### config.mk
export PLATFORM = sky130hd
export DESIGN_NAME = irq_ctrl
export DESIGN_NICKNAME = d
export VERILOG_FILES = /design/src/rtl/irq_ctrl.sv
export SDC_FILE = /design/constraint.sdc
export NUM_CORES = 1
export LEC_CHECK = 0
export ABC_AREA = 1
export BUFFER_PORTS_ARGS = -buffer_cell sky130_fd_sc_hd__buf_2
export CORE_MARGIN = 1.5
export CORE_UTILIZATION = 54
export CTS_CLUSTER_DIAMETER = 200
export DETAILED_ROUTE_END_ITERATION = 12
export PLACE_DENSITY = 0.85
export RECOVER_POWER = 25
export SLEW_MARGIN = 20
export SYNTH_ARGS = -nofsm -noshare
export SYNTH_HDL_FRONTEND = slang
export SYNTH_SLANG_ARGS = --single-unit
export TNS_END_PERCENT = 30
### constraint.sdc
create_clock -name clk -period 2.5 [get_ports clk]
set_clock_uncertainty 0.1 [all_clocks]
set_input_delay 0.125 -clock clk [delete_from_list [all_inputs] [get_ports clk]]
set_output_delay 0.125 -clock clk [all_outputs]
set_load 0.01 [all_outputs]
### src/rtl/irq_ctrl.sv
// Memory-mapped interrupt controller: synchronises and latches peripheral interrupts and drives external_int.
// Optional per-source level/edge selection register enabled by defining IRQ_TRIGGER_CFG_EN.
module irq_ctrl #(
  parameter int NUM_SRC = 8
) (
  input  logic               clk,
  input  logic               rst_n,
  input  logic [NUM_SRC-1:0] irq_in,
  input  logic               sel,
  input  logic               read,
  input  logic [3:0]         writeb,
  input  logic [2:0]         addr,
  input  logic [31:0]        wdata,
  output logic [31:0]        rdata,
  output logic               external_int
);

  logic [NUM_SRC-1:0] sync_p0, sync_p1, prev_p2;
  logic [NUM_SRC-1:0] rise, pending, pending_nx, enable, enable_nx;
  logic [NUM_SRC-1:0] w1c_clr, claim_oh, claim_clr;
  logic [31:0]        wmask, rd_val;
  logic [4:0]         claim_id, in_service, in_service_nx;
  logic               busy, busy_nx;
  logic               rd_en, claim_rd, pend_wr, en_wr, comp_wr;
  logic               unused_bits;

  assign wmask    = {{8{writeb[3]}}, {8{writeb[2]}}, {8{writeb[1]}}, {8{writeb[0]}}};
  assign rd_en    = sel & read;
  assign claim_rd = rd_en & (addr == 3'd2);
  assign pend_wr  = sel & (|writeb) & (addr == 3'd0);
  assign en_wr    = sel & (|writeb) & (addr == 3'd1);
  assign comp_wr  = sel & writeb[0] & (addr == 3'd3);
  assign rise     = sync_p1 & ~prev_p2;
  assign w1c_clr  = pend_wr ? (wdata[NUM_SRC-1:0] & wmask[NUM_SRC-1:0]) : '0;
  assign unused_bits = ^{wdata[31:NUM_SRC], wmask[31:NUM_SRC]};

  // Lowest-numbered pending and enabled source wins the claim
  always_comb begin
    claim_id = '0;
    claim_oh = '0;
    for (int i = NUM_SRC - 1; i >= 0; i--) begin
      if (pending[i] & enable[i]) begin
        claim_id = 5'(i + 1);
        claim_oh = '0;
        claim_oh[i] = 1'b1;
      end
    end
  end

  always_comb begin
    busy_nx       = busy;
    in_service_nx = in_service;
    claim_clr     = '0;
    if (claim_rd && !busy && (claim_id != 5'd0)) begin
      claim_clr     = claim_oh;
      busy_nx       = 1'b1;
      in_service_nx = claim_id;
    end else if (comp_wr && busy && (wdata[4:0] == in_service)) begin
      busy_nx       = 1'b0;
      in_service_nx = '0;
    end
  end

  assign enable_nx = en_wr ? ((enable & ~wmask[NUM_SRC-1:0]) | (wdata[NUM_SRC-1:0] & wmask[NUM_SRC-1:0]))
                           : enable;

`ifdef IRQ_TRIGGER_CFG_EN
  logic [NUM_SRC-1:0] trigger, trigger_nx;
  logic               trig_wr;

  assign trig_wr    = sel & (|writeb) & (addr == 3'd4);
  assign trigger_nx = trig_wr ? ((trigger & ~wmask[NUM_SRC-1:0]) | (wdata[NUM_SRC-1:0] & wmask[NUM_SRC-1:0]))
                              : trigger;
  // Level-mode sources mirror the synchronised line; clears have no effect on them
  assign pending_nx = ((((pending & ~(w1c_clr | claim_clr)) | rise)) & ~trigger) | (sync_p1 & trigger);

  always_ff @(posedge clk or negedge rst_n) begin
    if (!rst_n) trigger <= '0;
    else        trigger <= trigger_nx;
  end
`else
  // A new rise in the same cycle as a clear keeps the bit set
  assign pending_nx = (pending & ~(w1c_clr | claim_clr)) | rise;
`endif

  always_comb begin
    rd_val = '0;
    case (addr)
      3'd0: rd_val[NUM_SRC-1:0] = pending;
      3'd1: rd_val[NUM_SRC-1:0] = enable;
      3'd2: rd_val[4:0]         = busy ? in_service : claim_id;
`ifdef IRQ_TRIGGER_CFG_EN
      3'd4: rd_val[NUM_SRC-1:0] = trigger;
`endif
      default: rd_val = '0;
    endcase
  end

  // Stage boundary: synchroniser, edge history and register state
  always_ff @(posedge clk or negedge rst_n) begin
    if (!rst_n) begin
      sync_p0      <= '0;
      sync_p1      <= '0;
      prev_p2      <= '0;
      pending      <= '0;
      enable       <= '0;
      busy         <= 1'b0;
      in_service   <= '0;
      rdata        <= '0;
      external_int <= 1'b0;
    end else begin
      sync_p0      <= irq_in;
      sync_p1      <= sync_p0;
      prev_p2      <= sync_p1;
      pending      <= pending_nx;
      enable       <= enable_nx;
      busy         <= busy_nx;
      in_service   <= in_service_nx;
      external_int <= ~busy & (|(pending & enable));
      if (rd_en) rdata <= rd_val;
    end
  end

endmodule

Yosys cells after proc, flatten, opt, wreduce, memory -nomap -nowiden
Index checks and enable logic that the tools add are counted.
W data, S select, Z words.
- flip-flop bits (word level): 55
- bits of input ports: 51
- word-level logic and storage cells: 76
- equal/unequal tests: 4
- multiplexer cells: 25
- bitwise logic cells: 28
- reductions and logical operators: 10
- operators by type and width (operator ; count):
    $mux W8 ; 10
    $mux W5 ; 10
    $and A8 B8 Y8 ; 5
    $not A8 Y8 ; 3
    $or A8 B8 Y8 ; 3
    $and A1 B1 Y1 ; 16
    $pmux W5 S3 ; 1
    $reduce_or A8 Y1 ; 1
    $eq A3 B2 Y1 const B ; 2
    $pmux W3 S2 ; 1
    $eq A5 B5 Y1 ; 1
    $reduce_bool A5 Y1 ; 1
    $logic_and A1 B1 Y1 ; 4
    $mux W4 ; 1
    $reduce_or A4 Y1 ; 1
    $eq A3 B1 Y1 const B ; 1
    $logic_not A3 Y1 ; 1
    $mux W1 ; 2
    $reduce_bool A2 Y1 ; 1
    $logic_not A1 Y1 ; 1
    $not A1 Y1 ; 1

Longest topological paths before layout
Gate-level depths: netlist (run 1).
- depth after elaboration: 16
- gate-level depth with buffers: 12
- mapped depth without buffers: 12

Least setup slack after synthesis (run 1)
No wires, ideal clock.
- kind: reg-to-reg
- from: register busy
- to: register pending[6]
- setup time: 0.135 ns
- arrival: 1.100 ns
- setup slack: 1.165 ns
- stages on the path, launching flop included: 7
- period minus slack after synthesis: 1.335 ns
- cells stage by stage: dfrtp_1 > buf_2 > nor3_4 > nand2_2 > buf_6 > nor2_4 > o22ai_2
- word-level cells in the longest chain between the ends: 8
- ends and longest elaborated chain (what ; line ; text):
    start, declared ; 23 ; logic busy, busy_nx;
    start signal, assigned ; 117 ; busy <= busy_nx;
    $logic_not A1 Y1 ; 54 ; if (claim_rd && !busy && (claim_id != 5'd0)) begin
    $logic_and A1 B1 Y1 (2 in a row) ; 54 ;
    $mux W8 ; 54 ;
    $or A8 B8 Y8 ; 83 ; assign pending_nx = (pending & ~(w1c_clr | claim_clr)) | rise;
    $not A8 Y8 ; 83 ;
    $and A8 B8 Y8 ; 83 ;
    $or A8 B8 Y8 ; 83 ;
    via pending_nx[6] ; 19 ; logic [NUM_SRC-1:0] rise, pending, pending_nx, enable, enable_nx;
    end signal, assigned ; 115 ; pending <= pending_nx;
    end, declared ; 19 ;
The timed path passes the listed nets, and every way through them passes these cells.
A chain may end at the register's enable or synchronous reset.

==> flow_metrics.tcl, run 1 <==
set metrics [dict create \
    outcome "finished clean" \
    dieWidth_um 70.7 \
    antenna_cells 0 \
    gp_congestion 0.926 \
    place_area_um2 2590 \
    clk_path_buf_depth 2 \
    period_needed_ns 1.71 \
    first_pass_iters 4 \
    final_core_util_pct 64.6 \
    rsz0062_at_grt "false" \
    start_util_pct 56.4 \
    crit_end "in_service[1]$_DFFE_PN0P_" \
    rr_worst_depth 7 \
    p_total_mw 1.83 \
    viasPerCell 4.90 \
    timing.rr.end "in_service[1]$_DFFE_PN0P_" \
    fin_nets 380 \
    io_pins 84 \
    max_freq_ghz 0.584 \
    final_cell_mix "nand2_1 (63), dfrtp_1 (54), inv_1 (39), buf_2 (31), conb_1 (24)" \
    htreeDepth 2 \
    fp.dieArea_um2 5000 \
    cp-end-kind "flop" \
    cts_sinks 54 \
    r2r_slack_ns 0.79 \
    synthTopCellsByArea "dfrtp_1 (55%), nand2_1 (9.6%), buf_4 (7.3%)" \
    arrival_ns 1.84 \
    root_buffer "clkbuf_8" \
    path_cells "nand2_1 -> nand3_2 -> nor2_2 -> nand2_1 -> nand2_2 -> nand2_1 -> o22ai_1" \
    critical_path_cell_count 7 \
    worst-setup-path-type "reg2reg" \
    coreArea_um2 4380 \
    syn_to_final_growth_pct 14.5 \
    row_count 24 \
    design_area_um2 2830 \
    critical_path.top_delay_family "simple AND/OR/NAND/NOR gates" \
    tightest_slew_ns 0.652 \
    portBuffers 32 \
    drive_gt1_share_pct 17.0 \
    synth_top_area_cell "dfrtp_1" \
    hp-start "wdata[1]" \
    ys_seq_area_share_pct 54.6 \
    synth-seq-cells 54 \
    finalSetupViolations 0 \
    antenna_found_initial 0 \
    max-vdd-ir-drop_mv 0.430 \
    drt_iter0_drc 116 \
    yosys_warnings 0 \
    hold_viol_final 0 \
    grt_pass1_wl_mm 7.98 \
    routedWlPerCell_um 12.5 \
    syn_area_um2 2470 \
    cts_tree "built" \
    grtUsageTotal_pct 20.5 \
    die_h_um 70.7 \
    synth_cell_types 29 \
    ctsResizeCount 0 \
    cp-start-kind "flop" \
    syn_avg_cell_area_um2 8.90 \
    grt_max_degree 55 \
    yosysTopAreaCellShare_pct 54.6 \
    tns_ns 0 \
    routed_wl_mm 4.77 \
    ant_nets 0 \
    powerDensity_nw_per_um2 646 \
    syn_inst 278 \
    grt_pass1_vias 1781 \
    crit_top_cell "nand2_1" \
    maxCapViolations 0 \
    insertion_delay_ns 0.31 \
    p_leak_nw 1.52 \
    cp_num_buf_inv 0 \
    final_common_cell "nand2_1" \
    clkTransAtPathRegs_ns 0.09 \
    slew_headroom_pct 56.5 \
    drv_slew 0 \
    cts-buffers-inserted 5 \
    crit_fanout 13 \
    worst_ep_required_time_ns 2.62 \
    num_vias 1870 \
    pre_cts_ws_ns 0.841 \
    grt.overflow.total 0 \
    timing.final.ws_setup_ns 0.789 \
    finalCritPeriodShare_pct 68.4 \
    max_stage_delay_ns 0.42 \
    cp_slowest_cell "dfrtp_1" \
    hpwl_mm 3.41 \
    hold_path_class "in2reg" \
    route.detailed.drc 0 \
]
[stage by stage]
stage	cells	hold slack (ns)
floorplan	301	-0.271
global placement	359	0.132
detailed placement	359	0.134
CTS	381	0.00279
global route	382	0.0378
finish	382	0.0112
[how the worst min path moves through the flow]
stage / to / slack, ns / cells after the start
2_1_floorplan: asynchronous set/reset pin / -0.27 / 0
3_3_place_gp: sync_p0[5]$_DFF_PN0_ / 0.13 / 1
3_5_place_dp: sync_p0[7]$_DFF_PN0_ / 0.13 / 1
4_1_cts: flop / 0.003 / 3
5_1_grt: flop / 0.04 / 3
6_report: flop / 0.01 / 3
[where the power goes]
group	switching [mW]	internal (mW)	leakage [nW]
sequential	0.0530	0.949	0.624
combinational	0.216	0.118	0.853
clock	0.292	0.202	0.0447
total	0.561	1.27	1.52
[worst reg2reg max path: cells and delay by family (launching register included)]
family / cells / cell delay (ns)
AND/OR/NAND/NOR: 6 / 0.95
flip-flops: 1 / 0.42
AO/OA/AOI/OAI: 1 / 0.16
[area by class of cell]
| class | instances | area (um^2) |
|---|---|---|
| fillers | 368 | 1550 |
| well taps | 52 | 65.1 |
| clock buffers | 5 | 68.8 |
| repair buffers | 48 | 317 |
| clock inverters | 3 | 25.0 |
| inverters | 41 | 154 |
| multi-input cells | 179 | 852 |
| flip-flops and latches | 54 | 1350 |
[synth_stat cells]
master and n:
nand2_1 63, nand4_1 1, xor2_1 2, conb_1 1, nand3_2 1, a31oi_1 3, nand2_2 6, nor3_4 1
buf_6 1, o21ai_2 1, o22ai_1 5, o21ai_0 21, nor2_1 11, nand3_1 14, o31ai_1 1, nor2_4 1
o21ai_1 3, nor2_2 3, inv_1 38, o211ai_1 1, buf_4 24, clkinv_1 1, nor3_1 3, buf_2 2
inv_2 2, nor3_2 1, o22ai_2 2, a21oi_1 11, dfrtp_1 54
[logic make-up after synthesis]
group / count (synthesis) / synth area share (%)
DFF: 54 / 54.6
buffers and inverters: 68 / 14.4
AOI/OAI and AO/OA: 48 / 11.1
xor gates and xnor gates: 2 / 0.708
and+or+nand+nor: 105 / 19.1
other: 1 / 0.152
[layer usage]
layer / part of all wire [%] / vias up / routed length, um / global-route usage, %
li1: - / 932 / - / -
met1: 46 / 846 / 2170 / 27.9
met2: 45 / 80 / 2150 / 31.5
met3: 7.0 / 12 / 332 / 4.84
met4: 2.4 / 0 / 116 / 9.01
met5: 0 / - / 0 / 0
[repair_timing]
| item | CTS | global route |
|---|---|---|
| buffers inserted | 0 | 0 |
| endpoints found under the hold margin | 67 | 1 |
| hold buffers | 14 | 1 |
(Power assumes the default switching activity.)
==> inputs of run 2 (changes only) <==
--- a/config.mk
+++ b/config.mk
@@ -5,13 +5,13 @@
 export SDC_FILE = /design/constraint.sdc
 export NUM_CORES = 1
 export LEC_CHECK = 0
-export ABC_AREA = 1
+export ABC_AREA = 0
 export BUFFER_PORTS_ARGS = -buffer_cell sky130_fd_sc_hd__buf_2
 export CORE_MARGIN = 1.5
-export CORE_UTILIZATION = 54
+export CORE_UTILIZATION = 49
 export CTS_CLUSTER_DIAMETER = 200
 export DETAILED_ROUTE_END_ITERATION = 12
-export PLACE_DENSITY = 0.85
+export PLACE_DENSITY = 0.79
 export RECOVER_POWER = 25
 export SLEW_MARGIN = 20
 export SYNTH_ARGS = -nofsm -noshare
==> constraint.sdc (replaced) <==
create_clock -name clk -period 1.7 [get_ports clk]
set_clock_uncertainty 0.1 [all_clocks]
set_input_delay 0.085 -clock clk [delete_from_list [all_inputs] [get_ports clk]]
set_output_delay 0.085 -clock clk [all_outputs]
set_load 0.01 [all_outputs]
==> flow_metrics.tcl, run 2 <==
set metrics [dict create \
    outcome "finished with violations" \
    violations "setup timing" \
    synth_top_area_cell "dfrtp_1" \
    powerDensity_nw_per_um2 1040 \
    max-vdd-ir-drop_mv 0.455 \
    crit_fanout 4 \
    cts_tree "built" \
    yosysTopAreaCellShare_pct 56.1 \
    worst-setup-path-type "reg2reg" \
    synth-seq-cells 54 \
    fin_cells 352 \
    drt_iter0_drc 115 \
    gp_congestion 0.895 \
    grt_max_degree 55 \
    routed_wl_mm 4.99 \
    timing.final.ws_setup_ns -0.0424 \
    placed_cells 324 \
    viasPerCell 5.14 \
    synthTopCellsByCount "dfrtp_1 (54), buf_4 (24), nand2_1 (22)" \
    row_count 25 \
    ys_seq_area_share_pct 56.1 \
    synth_cell_types 41 \
    grt_pass1_vias 1674 \
    start_util_pct 51.0 \
    final_cell_mix "dfrtp_1 (54), buf_2 (32), conb_1 (24), buf_4 (23), nand2_1 (22)" \
    path_cells "xor2_1 -> or3_4 -> or3_4 -> a32o_1" \
    syn_to_final_growth_pct 25.2 \
    finalSetupViolations 3 \
    io_pins 84 \
    design_area_um2 3020 \
    hold_slack_ns 0.0317 \
    cp-start-kind "flop" \
    die_h_um 73.1 \
    yosys_warnings 0 \
    ant_nets 0 \
    route.detailed.drc 0 \
    grt.overflow.total 0 \
    period_needed_ns 1.74 \
    hpwl_mm 3.50 \
    hold_path_class "in2reg" \
    synth-async-reset-ratio_pct 100 \
    syn_avg_cell_area_um2 11.5 \
    syn_area_um2 2410 \
    synth_most_common_cell "dfrtp_1" \
    routedWlPerCell_um 14.2 \
    first_pass_iters 4 \
    antenna_cells 0 \
    final_common_cell "dfrtp_1" \
    finalCritPeriodShare_pct 102 \
    root_buffer "clkbuf_8" \
    max_stage_delay_ns 0.40 \
    drv_slew 0 \
    p_leak_nw 1.43 \
    fin_nets 335 \
    grtUsageTotal_pct 20.0 \
    clk_path_buf_depth 2 \
    htreeDepth 2 \
    num_vias 1810 \
    fillers 374 \
    cts-buffers-inserted 5 \
    crit_top_cell "or3_4" \
    coreArea_um2 4720 \
    max_freq_ghz 0.574 \
    place_area_um2 2710 \
    pre_cts_ws_ns -0.0798 \
    drive_gt1_share_pct 29.8 \
    tightest_slew_ns 0.714 \
    cp-end-kind "flop" \
    antenna_found_initial 0 \
    synthTopCellsByArea "dfrtp_1 (56%), buf_4 (7.5%), mux2_2 (4.2%)" \
    arrival_ns 1.83 \
    p_total_mw 3.12 \
    dieWidth_um 73.1 \
    cts_sinks 54 \
    grt_pass1_wl_mm 7.96 \
    clkTransAtPathRegs_ns 0.10 \
    synth_flop_cell "dfrtp_1" \
    cp_slowest_cell "dfrtp_1" \
    hold_viol_final 0 \
    rsz0062_at_grt "true" \
    slew_headroom_pct 52.4 \
    portBuffers 32 \
    insertion_delay_ns 0.30 \
    synth_edf_count 0 \
    fp.dieArea_um2 5350 \
    worst_ep_required_time_ns 1.79 \
    maxCapViolations 0 \
    syn_inst 209 \
]
run 2: cells by family after synthesis:
group,synth area share [%]
simple gates,12.9
mux,7.11
other cells,0.156
compound gates,12.9
xor+xnor,1.45
flops,56.1
buf+inv,9.45
run 2: area by class of cell:
| cell class | count | area (um^2) | share of cell area, % |
|---|---|---|---|
| Clock inverter | 1 | 8.76 | 0.290 |
| Multi-Input combinational cell | 142 | 936 | 31.0 |
| Timing Repair Buffer | 73 | 510 | 16.9 |
| Inverter | 8 | 30.0 | 0.995 |
| Tap cell | 67 | 83.8 | 2.78 |
| Clock buffer | 7 | 96.3 | 3.19 |
| Sequential cell | 54 | 1350 | 44.8 |
run 2: through the flow:
stage / TNS (ns) / utilization (%)
2_1_floorplan: 0 / -
4_1_cts: -0.195 / 63.5
3_5_place_dp: -0.283 / 57.4
6_report: -0.0840 / 63.9
5_1_grt: -0.406 / 63.9
3_3_place_gp: -0.239 / 57.4
run 2: timing repair:
item / 4_1_cts / 5_1_grt
endpoints found under the hold margin: 71 / 0
pin swaps: 5 / 9
hold buffers: 17 / 0
setup buffers: 1 / 2
setup endpoints to repair: 8 / 14
gates resized for setup: 1 / 5
run 2: power by group:
group | internal, mW | switching (mW) | leakage, nW | total [mW]
logic | 0.395 | 0.407 | 0.742 | 0.802
registers | 1.44 | 0.108 | 0.634 | 1.55
clock network | 0.374 | 0.401 | 0.0544 | 0.775
total | 2.21 | 0.916 | 1.43 | 3.12
run 2: worst max-delay path, delay by kind of cell (launching register included):
family | cells | cell delay, ns
AO/OA/AOI/OAI | 1 | 0.24
XOR/XNOR | 1 | 0.15
flip-flops | 1 | 0.40
AND/OR/NAND/NOR | 2 | 0.74
run 2: metal layers:
metal	vias to the layer above	GRT usage [%]	share of wire [%]
met5	-	0	0
met4	0	8.18	2.0
met3	11	4.28	6.0
met2	72	31.2	49
met1	868	27.1	43
li1	859	-	-
run 2: final timing paths:
| kind | startpoint | to | slack [ns] | depth (start not counted) |
|---|---|---|---|---|
| hold reg to reg | sync_p0[7]$_DFF_PN0_ | sync_p1[7]$_DFF_PN0_ | 0.25 | 0 |
| hold / removal | wdata[3] | pending[3]$_DFF_PN0_ | 0.03 | 3 |
| max in group asynchronous | rst_n | rdata[2]$_DFFE_PN0P_ | 0.66 | 3 |
| setup / recovery | in_service[3]$_DFFE_PN0P_ | in_service[2]$_DFFE_PN0P_ | -0.04 | 4 |
| setup reg to reg | in_service[3]$_DFFE_PN0P_ | in_service[2]$_DFFE_PN0P_ | -0.04 | 4 |
| min in group asynchronous | rst_n | sync_p1[6]$_DFF_PN0_ | 0.37 | 3 |
==> inputs of run 3 (changes only) <==
--- a/config.mk
+++ b/config.mk
@@ -7,6 +7,7 @@
 export LEC_CHECK = 0
 export ABC_AREA = 0
 export BUFFER_PORTS_ARGS = -buffer_cell sky130_fd_sc_hd__buf_2
+export CORE_ASPECT_RATIO = 1.2
 export CORE_MARGIN = 1.5
 export CORE_UTILIZATION = 49
 export CTS_CLUSTER_DIAMETER = 200
==> flow_metrics.tcl, run 3 (synthesis gave the netlist of run 2 again) <==
set metrics [dict create \
    worst-setup-path-type "reg2reg" \
    rsz0062_at_grt "true" \
    seq_power_share_pct 47.6 \
    hold_path_class "in2reg" \
    die_h_um 79.8 \
    viasPerCell 5.38 \
    p_sw_mw 0.954 \
    crit_fanout 4 \
    drt_iter0_drc 168 \
    final_common_cell "dfrtp_1" \
    dieWidth_um 67.0 \
    cts_sinks 54 \
    p_leak_nw 1.44 \
    multiInputGateArea_um2 950 \
    fin_nets 336 \
    cp-end-kind "flop" \
    grt.overflow.total 0 \
    coreArea_um2 4660 \
    row_count 27 \
    portBuffers 32 \
    cts-buffers-inserted 5 \
    num_vias 1852 \
    power.share.combinational_pct 25.0 \
    arrival_ns 1.86 \
    hold-path-cell-count 3 \
    r2r_slack_ns -0.06 \
    antenna_found_initial 0 \
    max_freq_ghz 0.569 \
    drive_gt1_share_pct 30.4 \
    start_util_pct 51.7 \
    r2r_start "in_service[3]$_DFFE_PN0P_" \
    outcome "finished with violations" \
    worst_ep_required_time_ns 1.81 \
    placed_cells 317 \
    hpwl_mm 3.56 \
    io_pins 84 \
    internal_power_mw 2.29 \
    syn_to_final_growth_pct 26.1 \
    drv_slew 0 \
    hp-start "wdata[3]" \
    clk_path_buf_depth 2 \
    routedWlPerCell_um 15.0 \
    cp-startpoint "in_service[3]$_DFFE_PN0P_" \
    finalSetupViolations 3 \
    p_total_mw 3.25 \
    final_cell_mix "dfrtp_1 (54), buf_2 (32), conb_1 (24), buf_4 (24), nand2_1 (22)" \
    grt_pass1_wl_mm 8.14 \
    cp-start-kind "flop" \
    ff_latch_area_um2 1350 \
    gp_congestion 0.885 \
    grtUsageTotal_pct 20.5 \
    period_needed_ns 1.76 \
    htreeDepth 2 \
    max-vdd-ir-drop_mv 0.736 \
    root_buffer "clkbuf_8" \
    first_pass_iters 5 \
    rr_worst_depth 4 \
    routed_wl_mm 5.16 \
    whs_endpoint "pending[3]$_DFF_PN0_" \
    timing.rr.end "in_service[2]$_DFFE_PN0P_" \
    grt_pass1_vias 1779 \
    hold_viol_final 0 \
    swShare_pct 29.4 \
    clkPwrFrac_pct 27.4 \
    slew_headroom_pct 52.5 \
    clkTransAtPathRegs_ns 0.11 \
    tightest_slew_ns 0.712 \
    maxCapViolations 0 \
    fin_cells 344 \
    cts_tree "built" \
    violations "setup timing" \
    antenna_cells 0 \
    ant_nets 0 \
    route.detailed.drc 0 \
    timing.final.ws_setup_ns -0.0572 \
    insertion_delay_ns 0.32 \
    grt_max_degree 55 \
    powerDensity_nw_per_um2 1070 \
    fp.dieArea_um2 5350 \
    fillers 393 \
    finalCritPeriodShare_pct 103 \
]
==> run 3: cell types whose count changed in the layout (fill, tap and decap cells not counted), sizes merged <==
cell,before,now
buf,55,56
bufinv,0,1
inv,8,9
clkbuf,8,6
==> run 3: worst max-delay path by stage <==
stage                           endpoint  slack [ns]  cells past startpoint
6_report       in_service[2]$_DFFE_PN0P_       -0.06                      4
3_5_place_dp   in_service[2]$_DFFE_PN0P_       -0.07                      4
3_3_place_gp   in_service[2]$_DFFE_PN0P_       -0.06                      4
4_1_cts        in_service[2]$_DFFE_PN0P_       -0.08                      4
5_1_grt        in_service[0]$_DFFE_PN0P_       -0.10                      4
2_1_floorplan  in_service[2]$_DFFE_PN0P_       0.007                      4
==> run 3: per-stage QoR <==
| step | hold slack [ns] | instance area (um^2) | utilization [%] | setup WS [ns] | TNS (ns) |
|---|---|---|---|---|---|
| floorplan | -0.311 | 2500 | - | 0.00700 | 0 |
| global placement | -0.00182 | 2720 | 58.3 | -0.0641 | -0.305 |
| detailed placement | 0.00954 | 2720 | 58.3 | -0.0737 | -0.344 |
| CTS | 0.0269 | 3030 | 65.0 | -0.0779 | -0.236 |
| global route | 0.0347 | 3040 | 65.2 | -0.103 | -0.345 |
| finish | 0.0409 | 3040 | 65.2 | -0.0572 | -0.133 |
==> run 3: layout make-up <==
cell class	count	share of cell area (%)
Sequential cell	54	44.5
Multi-Input combinational cell	142	31.3
Timing Repair Buffer	74	17.1
Tap cell	58	2.39
Clock buffer	5	2.27
Clock inverter	3	1.57
Inverter	8	0.988
==> run 3: layer usage <==
layer,routed length (um),GRT usage (%),vias up
met5,0,0,-
met4,105,10.0,0
met3,270,2.54,9
met2,2750,35.6,73
met1,2040,24.5,914
li1,-,-,856
==> run 3: power groups by stage <==
stage / Combinational [mW] / Sequential (mW) / Clock (mW)
6_report: 0.811 / 1.55 / 0.890
5_1_grt: 0.887 / 1.57 / 0.956
4_1_cts: 0.799 / 1.54 / 0.902
3_5_place_dp: 0.746 / 1.57 / 0
3_3_place_gp: 0.729 / 1.56 / 0
2_1_floorplan: 0.434 / 1.57 / 0
==> run 3: timing repair <==
item	CTS	global route
hold buffers	17	0
gates resized for setup	2	6
setup buffers	2	0
endpoints found under the setup margin	8	10
pin swaps	7	2
hold endpoints to repair	72	0
==> run 3: critical path, cell delays in order (launching register included) <==
cell and delay [ns]:
dfrtp_1 0.41, xor2_1 0.15, or3_4 0.37, or3_4 0.37, a32o_1 0.24
